[src/rtl/pe_dot_ctrl.sv]
// Operand-side driver for one PE MAC core. It streams (A, B) pairs into the MAC, counts completions
// and presents each finished dot product on a valid/ready result port.
module pe_dot_ctrl #(
    parameter int unsigned MAX_TERMS = 256,
    parameter int unsigned CNT_W     = 9
) (
    input  logic             clk,
    input  logic             reset,
    input  logic             op_vld,
    output logic             op_rdy,
    input  logic [7:0]       op_a,
    input  logic [7:0]       op_b,
    input  logic             op_last,
    input  logic             abort,
    output logic             pe_read_in,
    output logic             pe_mode_sel,
    output logic [7:0]       pe_a_mul,
    output logic [7:0]       pe_b_mul,
    output logic             pe_clr_acc,
    input  logic             pe_out_vld,
    input  logic [23:0]      pe_pro_sum,
    output logic             res_vld,
    input  logic             res_rdy,
    output logic [23:0]      res_data,
    output logic [CNT_W-1:0] res_terms,
    output logic             err_len
);

    localparam logic [CNT_W-1:0] MaxCnt = CNT_W'(MAX_TERMS);
    localparam logic [CNT_W-1:0] CntOne = CNT_W'(1);

    typedef enum logic [1:0] {StIdle, StRun, StDrain, StHold} state_e;

    state_e           state_q, state_d;
    logic [CNT_W-1:0] issued_q, done_q;
    logic [CNT_W-1:0] issued_next, done_inc;
    logic             accept, limit_hit, vec_end, capture;

    logic             pe_read_in_q, pe_mode_sel_q, pe_clr_acc_q, err_len_q;
    logic [7:0]       pe_a_mul_q, pe_b_mul_q;
    logic [23:0]      res_data_q;
    logic [CNT_W-1:0] res_terms_q;

    assign accept      = op_vld && op_rdy && !abort;
    // The first pair of a vector restarts the count at one regardless of stale counter contents.
    assign issued_next = (state_q == StIdle) ? CntOne : issued_q + CntOne;
    assign limit_hit   = (issued_next == MaxCnt);
    assign vec_end     = accept && (op_last || limit_hit);
    assign done_inc    = done_q + CntOne;
    assign capture     = (state_q == StDrain) && pe_out_vld && (done_inc == issued_q);

    // State register
    always_ff @(posedge clk) begin
        if (reset) begin
            state_q <= StIdle;
        end else begin
            state_q <= state_d;
        end
    end

    // Next-state logic; abort overrides every other transition
    always_comb begin
        state_d = state_q;
        if (abort) begin
            state_d = StIdle;
        end else begin
            unique case (state_q)
                StIdle:  if (accept) state_d = vec_end ? StDrain : StRun;
                StRun:   if (vec_end) state_d = StDrain;
                StDrain: if (capture) state_d = StHold;
                StHold:  if (res_rdy) state_d = StIdle;
                default: state_d = StIdle;
            endcase
        end
    end

    // Output logic
    always_comb begin
        op_rdy  = 1'b0;
        res_vld = 1'b0;
        unique case (state_q)
            StIdle:  op_rdy  = 1'b1;
            StRun:   op_rdy  = 1'b1;
            StDrain: op_rdy  = 1'b0;
            StHold:  res_vld = 1'b1;
            default: op_rdy  = 1'b0;
        endcase
    end

    always_ff @(posedge clk) begin
        if (reset || abort) begin
            issued_q <= '0;
            done_q   <= '0;
        end else begin
            if (accept) begin
                issued_q <= issued_next;
            end
            if (accept && (state_q == StIdle)) begin
                done_q <= '0;
            end else if (pe_out_vld && (state_q == StRun || state_q == StDrain)) begin
                done_q <= done_inc;
            end
        end
    end

    always_ff @(posedge clk) begin
        if (reset) begin
            pe_read_in_q  <= 1'b0;
            pe_mode_sel_q <= 1'b0;
            pe_a_mul_q    <= '0;
            pe_b_mul_q    <= '0;
            pe_clr_acc_q  <= 1'b0;
            res_data_q    <= '0;
            res_terms_q   <= '0;
            err_len_q     <= 1'b0;
        end else begin
            pe_read_in_q <= accept;
            pe_clr_acc_q <= abort;
            if (accept) begin
                pe_a_mul_q    <= op_a;
                pe_b_mul_q    <= op_b;
                pe_mode_sel_q <= (state_q != StIdle);
            end
            if (capture && !abort) begin
                res_data_q  <= pe_pro_sum;
                res_terms_q <= issued_q;
            end
            // Length limit reached without a last flag: that pair closes the vector.
            if (accept && limit_hit && !op_last) begin
                err_len_q <= 1'b1;
            end
        end
    end

    assign pe_read_in  = pe_read_in_q;
    assign pe_mode_sel = pe_mode_sel_q;
    assign pe_a_mul    = pe_a_mul_q;
    assign pe_b_mul    = pe_b_mul_q;
    assign pe_clr_acc  = pe_clr_acc_q;
    assign res_data    = res_data_q;
    assign res_terms   = res_terms_q;
    assign err_len     = err_len_q;

endmodule
[config.mk]
export PLATFORM = sky130hd
export DESIGN_NAME = pe_dot_ctrl
export DESIGN_NICKNAME = d
export VERILOG_FILES = /design/src/rtl/pe_dot_ctrl.sv
export SDC_FILE = /design/constraint.sdc
export NUM_CORES = 1
export LEC_CHECK = 0
export ABC_CLOCK_PERIOD_IN_PS = 2300
export CAP_MARGIN = 0
export CORE_MARGIN = 4
export CORE_UTILIZATION = 40
export CTS_CLUSTER_SIZE = 8
export DETAILED_ROUTE_END_ITERATION = 6
export GPL_TIMING_DRIVEN = 1
export PLACE_DENSITY = 0.69
export SLEW_MARGIN = 0
export SYNTH_ARGS = -nofsm -noshare
export SYNTH_HDL_FRONTEND = slang
export SYNTH_SLANG_ARGS = --single-unit
[constraint.sdc]
create_clock -name clk -period 2.3 [get_ports clk]
set_input_delay 0.23 -clock clk [delete_from_list [all_inputs] [get_ports clk]]
set_output_delay 0.23 -clock clk [all_outputs]
set_load 0.05 [all_outputs]
=== Word level (Yosys, flattened, before mapping) ===
Cells that the tools add are included.

* $add $sub $neg: 2
* Equality and inequality tests: 9
* Muxes and demuxes: 9
* Reductions and logical operators: 21

{| class="wikitable"
|+ Operators by type and width
! operator !! number
|-
| adder 9 x 1 -> 9 bit, second input constant || 2
|-
| logical AND 1 bit || 10
|-
| two-way mux 2 bit || 5
|-
| equality test 9 bit || 1
|-
| equality test 9 bit, second input constant || 1
|-
| two-way mux 9 bit || 1
|-
| != test 2 bit, second input constant || 4
|-
| case mux 2 bit (4 select lines) || 1
|-
| OR reduction 2 bit || 3
|-
| equality test 2 bit, second input constant || 2
|-
| AND reduction 4 bit || 1
|-
| logical OR 1 bit || 3
|-
| equality test 2 x 1 -> 1 bit, second input constant || 1
|-
| logical NOT 1 bit || 2
|-
| logical NOT 2 bit || 1
|-
| two-way mux 1 bit || 2
|-
| nonzero test 2 bit || 1
|}

* Bits in registers: 73
* Input port bits: 47
* Output and inout port bits: 55
* Word-level logic and storage cells: 52

=== Longest topological paths before layout ===
* Depth after elaboration: 9
* Mapped depth: 10
* Mapped depth without buffers: 8

=== Least setup slack after synthesis ===
OpenSTA, ideal clock, no wires.

* Kind: reg-to-reg
* Start: register state_q[1]
* End: register state_q[0]
* Data arrival time: 2,294 ps
* Data required time: 2,178 ps
* Slack: -115 ps
* Stages on the path, launching flop included: 10
* Path buffers: 1
* Path through: dfxtp_1 inv_1 ha_1 or2_1 clkbuf_1 nand2_1 nor2_1 a31oi_1 nor2b_1 o32a_1

* Cells in the longest elaborated chain, start to end: 9

{| class="wikitable"
|+ RTL lines
! element !! line !! RTL
|-
| from (decl) || 34 || <nowiki>state_e state_q, state_d;</nowiki>
|-
| from (signal assigned) || 55 || <nowiki>state_q <= StIdle;</nowiki>
|-
| from (signal assigned) || 57 || <nowiki>state_q <= state_d;</nowiki>
|-
| equality test 2 x 1 -> 1 bit or logical NOT 2 bit (tied branches) || 81 || <nowiki>unique case (state_q)</nowiki>
|-
| OR reduction 2 bit (no line) * || n/a ||
|-
| two-way mux 1 bit * || 81 ||
|-
| named net op_rdy || 10 || <nowiki>output logic op_rdy,</nowiki>
|-
| logical AND 1 bit * (2 in a row) || 44 || <nowiki>assign accept = op_vld && op_rdy && !abort;</nowiki>
|-
| logical AND 1 bit || 48 || <nowiki>assign vec_end = accept && (op_last || limit_hit);</nowiki>
|-
| two-way mux 2 bit (2 in a row) || 68 || <nowiki>StIdle: if (accept) state_d = vec_end ? StDrain : StRun;</nowiki>
|-
| case mux 2 bit (4 select lines) || 67 || <nowiki>unique case (state_q)</nowiki>
|}

The timed path passes the listed nets; every way through them passes the cells marked *. The select of a mux whose other input is x is not followed.
A chain may end at the register's enable or synchronous reset.

=== Worst setup path in the final report ===
* Start: register state_q[0]
* End: register state_q[1]

* Cells in the longest elaborated chain, start to end: 9

{| class="wikitable"
|+ RTL lines
! element
|-
| branches (longest 9 deep; another with two-way mux 9 bit)
|}

Parallel ways; which one is timed is not known. The select of a mux whose other input is x is not followed.

==> flow_metrics.py <==
metrics = {
    "outcome": {
        "outcome": "complete, no violations",
    },
    "cts": {
        "cts-root-buf": "clkbuf_8",
        "postCtsHoldBufs": 0,
        "cts_tree": "yes",
        "cts.path.max_buffers": 2,
        "clkTransAtPathRegs_ns": 0.09,
        "clock_sinks": 73,
        "cts-buffers-inserted": 9,
        "cts.htree.levels": 3,
        "worstSkewPairLatency_ns": 0.35,
        "cts_resized": 0,
        "post_cts_buffers": 0,
    },
    "floorplanning": {
        "num_rows": 33,
        "core_um2": 8220,
        "initial_utilization": 0.413,
        "dieArea_um2": 10000,
        "io_pins": 102,
        "fp.dieH_um": 100,
        "die_x_um": 100,
    },
    "hold_path": {
        "hp-class": "in -> reg",
        "min_from": "reset",
        "whs_path_depth": 4,
    },
    "detailed_routing": {
        "drc": 0,
        "viasPerCell": 5.12,
        "drt-initial-drc-count": 186,
        "route.vias.total": 3118,
        "drtAntennaViolNets": 0,
        "dr.pass1.iters": 4,
        "drt-wirelength-per-cell_um": 14.6,
        "totalWireLength_um": 8920,
    },
    "logic_synthesis": {
        "synth_area_per_cell_um2": 8.80,
        "synth_nets": 439,
        "ys_async_sr_fraction": 0,
        "synth-main-ff-cell": "dfxtp_1",
        "syn_inst": 385,
        "synth_seq_cells": 73,
        "synth_cell_types": 51,
        "synth_area_um2": 3390,
        "yosysWarningCount": 0,
        "yosysSeqAreaShare": 0.431,
        "synth-edff-count": 0,
    },
    "setup_path": {
        "critPathTopFamily": "compound AO/OA/AOI/OAI gates",
        "crit_type": "reg -> reg",
        "startpoint": "state_q[0]",
        "ff2ff_path_depth": 9,
        "cp_common_cell": "inv_1",
        "path_depth": 9,
        "path_cells": "inv_1, ha_1, buf_4, inv_1, o2bb2ai_1, a2111oi_4, a31oi_2, a221oi_2, o32ai_2",
        "critPathSlowestCell": "a2111oi_4",
        "cpPeakStageDelay_ns": 0.40,
        "cp-end-kind": "flip-flop",
        "cp_data_arrival_time_ns": 2.43,
        "crit_buf_inv": 3,
        "r2r-start": "state_q[0]",
        "crit_fanout": 5,
        "crit_path_start_kind": "flip-flop",
        "cp.required_ns": 2.52,
    },
    "finish": {
        "seqCellArea_um2": 1470,
        "multi_input_area_um2": 1770,
        "finalNetCount": 553,
        "final_common_cell": "clkdlybuf4s50_1",
        "area_delta_synth_final_pct": 43.5,
        "final_cell_mix": "clkdlybuf4s50_1 (99), dfxtp_1 (70), nor2_1 (53)",
        "n_fill_cell": 753,
        "num_antenna_cells": 0,
        "drive_gt1_frac": 0.123,
        "finish.utilization": 0.592,
    },
    "sta": {
        "hold_violations": 0,
        "max_slew_margin": 0.629,
        "setup_tns_ns": 0,
        "hold-worst-slack_ns": 0.281,
        "timing.final.crit_share": 0.961,
        "worst_slack_ns": 0.0908,
        "tightest_slew_ns": 0.555,
        "skew_ns": 0.0156,
        "rsz0062_at_grt": "yes",
        "maxSlewViolCount": 0,
        "max_freq_mhz": 453,
        "fin_crit_ns": 2.21,
        "setup_viol": 0,
    },
    "grt": {
        "track_usage": 0.175,
        "grt_pass1_wl_um": 14200,
        "grt_pass1_vias": 2982,
        "antenna_found_initial": 0,
        "grt_overflow_total": 0,
        "grt_max_degree": 34,
    },
    "power": {
        "leakagePower_nw": 1.97,
        "max-vdd-ir-drop_uv": 410,
        "power_density_nw_per_um2": 666,
    },
    "flow_run": {
        "max-cap-violations": 0,
    },
    "placement": {
        "dpl.hpwl_um": 6320,
        "gp_congestion": 0.846,
        "io_buffers": 101,
        "place_ws_ns": -0.0277,
    },
}
metal layers:
metal	track usage	share of wire	up-vias
met5	0	0	-
met4	0.0622	0.023	0
met3	0.0625	0.068	15
met2	0.281	0.47	85
met1	0.219	0.44	1456
li1	-	-	1562
sequential cells by signal, summed over array words and instances (netlist names):
name / cells
pe_read_in: 1
pe_a_mul: 8
err_len: 1
done_q: 9
res_terms: 9
res_data: 24
state_q: 2
pe_clr_acc: 1
pe_b_mul: 8
pe_mode_sel: 1
issued_q: 9
layout make-up:
| class | count | share of cell area |
|---|---|---|
| Clock buffer | 9 | 0.0255 |
| Clock inverter | 7 | 0.0211 |
| Inverter | 8 | 0.00617 |
| Multi-Input combinational cell | 278 | 0.363 |
| Sequential cell | 73 | 0.301 |
| Tap cell | 105 | 0.0270 |
| Timing Repair Buffer | 129 | 0.256 |
cell usage after synthesis (all sizes together), types with 2 or more instances:
master    n  area, um2
a21o      3       22.5
mux2i    33        330
nor2     53        199
dfxtp    73       1460
xor2      5       43.8
or4       2       15.0
inv       8       30.0
xnor2    11       96.3
nor2b     4       25.0
or2       2       12.5
and4      2       17.5
nand3    11       65.1
buf      13       90.1
or3       9       61.3
o21ai    14       70.1
a21oi    35        175
a311oi    2       17.5
nor3      7       35.0
o2111ai   2       35.0
a31oi     2       12.5
ha        7       87.6
nand3b    2       15.0
o32ai     2       25.0
nand2    47        179
nand4     5       31.3
clkbuf   13       48.8
a211oi    2       15.0
a2111oi   2       36.3
worst min-delay path: cells and delay by family:
| family | cells | cell delay (ns) |
|---|---|---|
| AOI/OAI and AO/OA | 1 | 0.07 |
| buffers and inverters | 1 | 0.12 |
| and+or+nand+nor | 2 | 0.16 |
through the flow:
step | instances | area (um2) | total power, mW
floorplan | 385 | 3390 | 1.81
global placement | 592 | 4600 | 2.09
detailed placement | 592 | 4600 | 2.11
CTS | 608 | 4830 | 3.27
global route | 609 | 4860 | 3.40
finish | 609 | 4860 | 3.24
worst paths after layout:
path | to | slack (ns)
min | state_q[1] | 0.28
max reg2reg | state_q[1] | 0.09
max | state_q[1] | 0.09
min reg2reg | pe_b_mul[1] | 0.46
report_power, final:
group / switching (mW) / internal [mW]
Clock: 0.537 / 0.625
Sequential: 0.0287 / 1.31
Combinational: 0.436 / 0.307
Total: 1.00 / 2.24
cell families after synthesis:
kind of cell    Yosys count  share of synthesized area
simple gates            150                      0.207
mux                      33                     0.0975
compound gates           72                      0.147
buf+inv                  34                     0.0498
xor+xnor                 16                     0.0413
fa+ha+maj                 7                     0.0258
flops                    73                      0.431
Power figures use the tool's default switching activity.
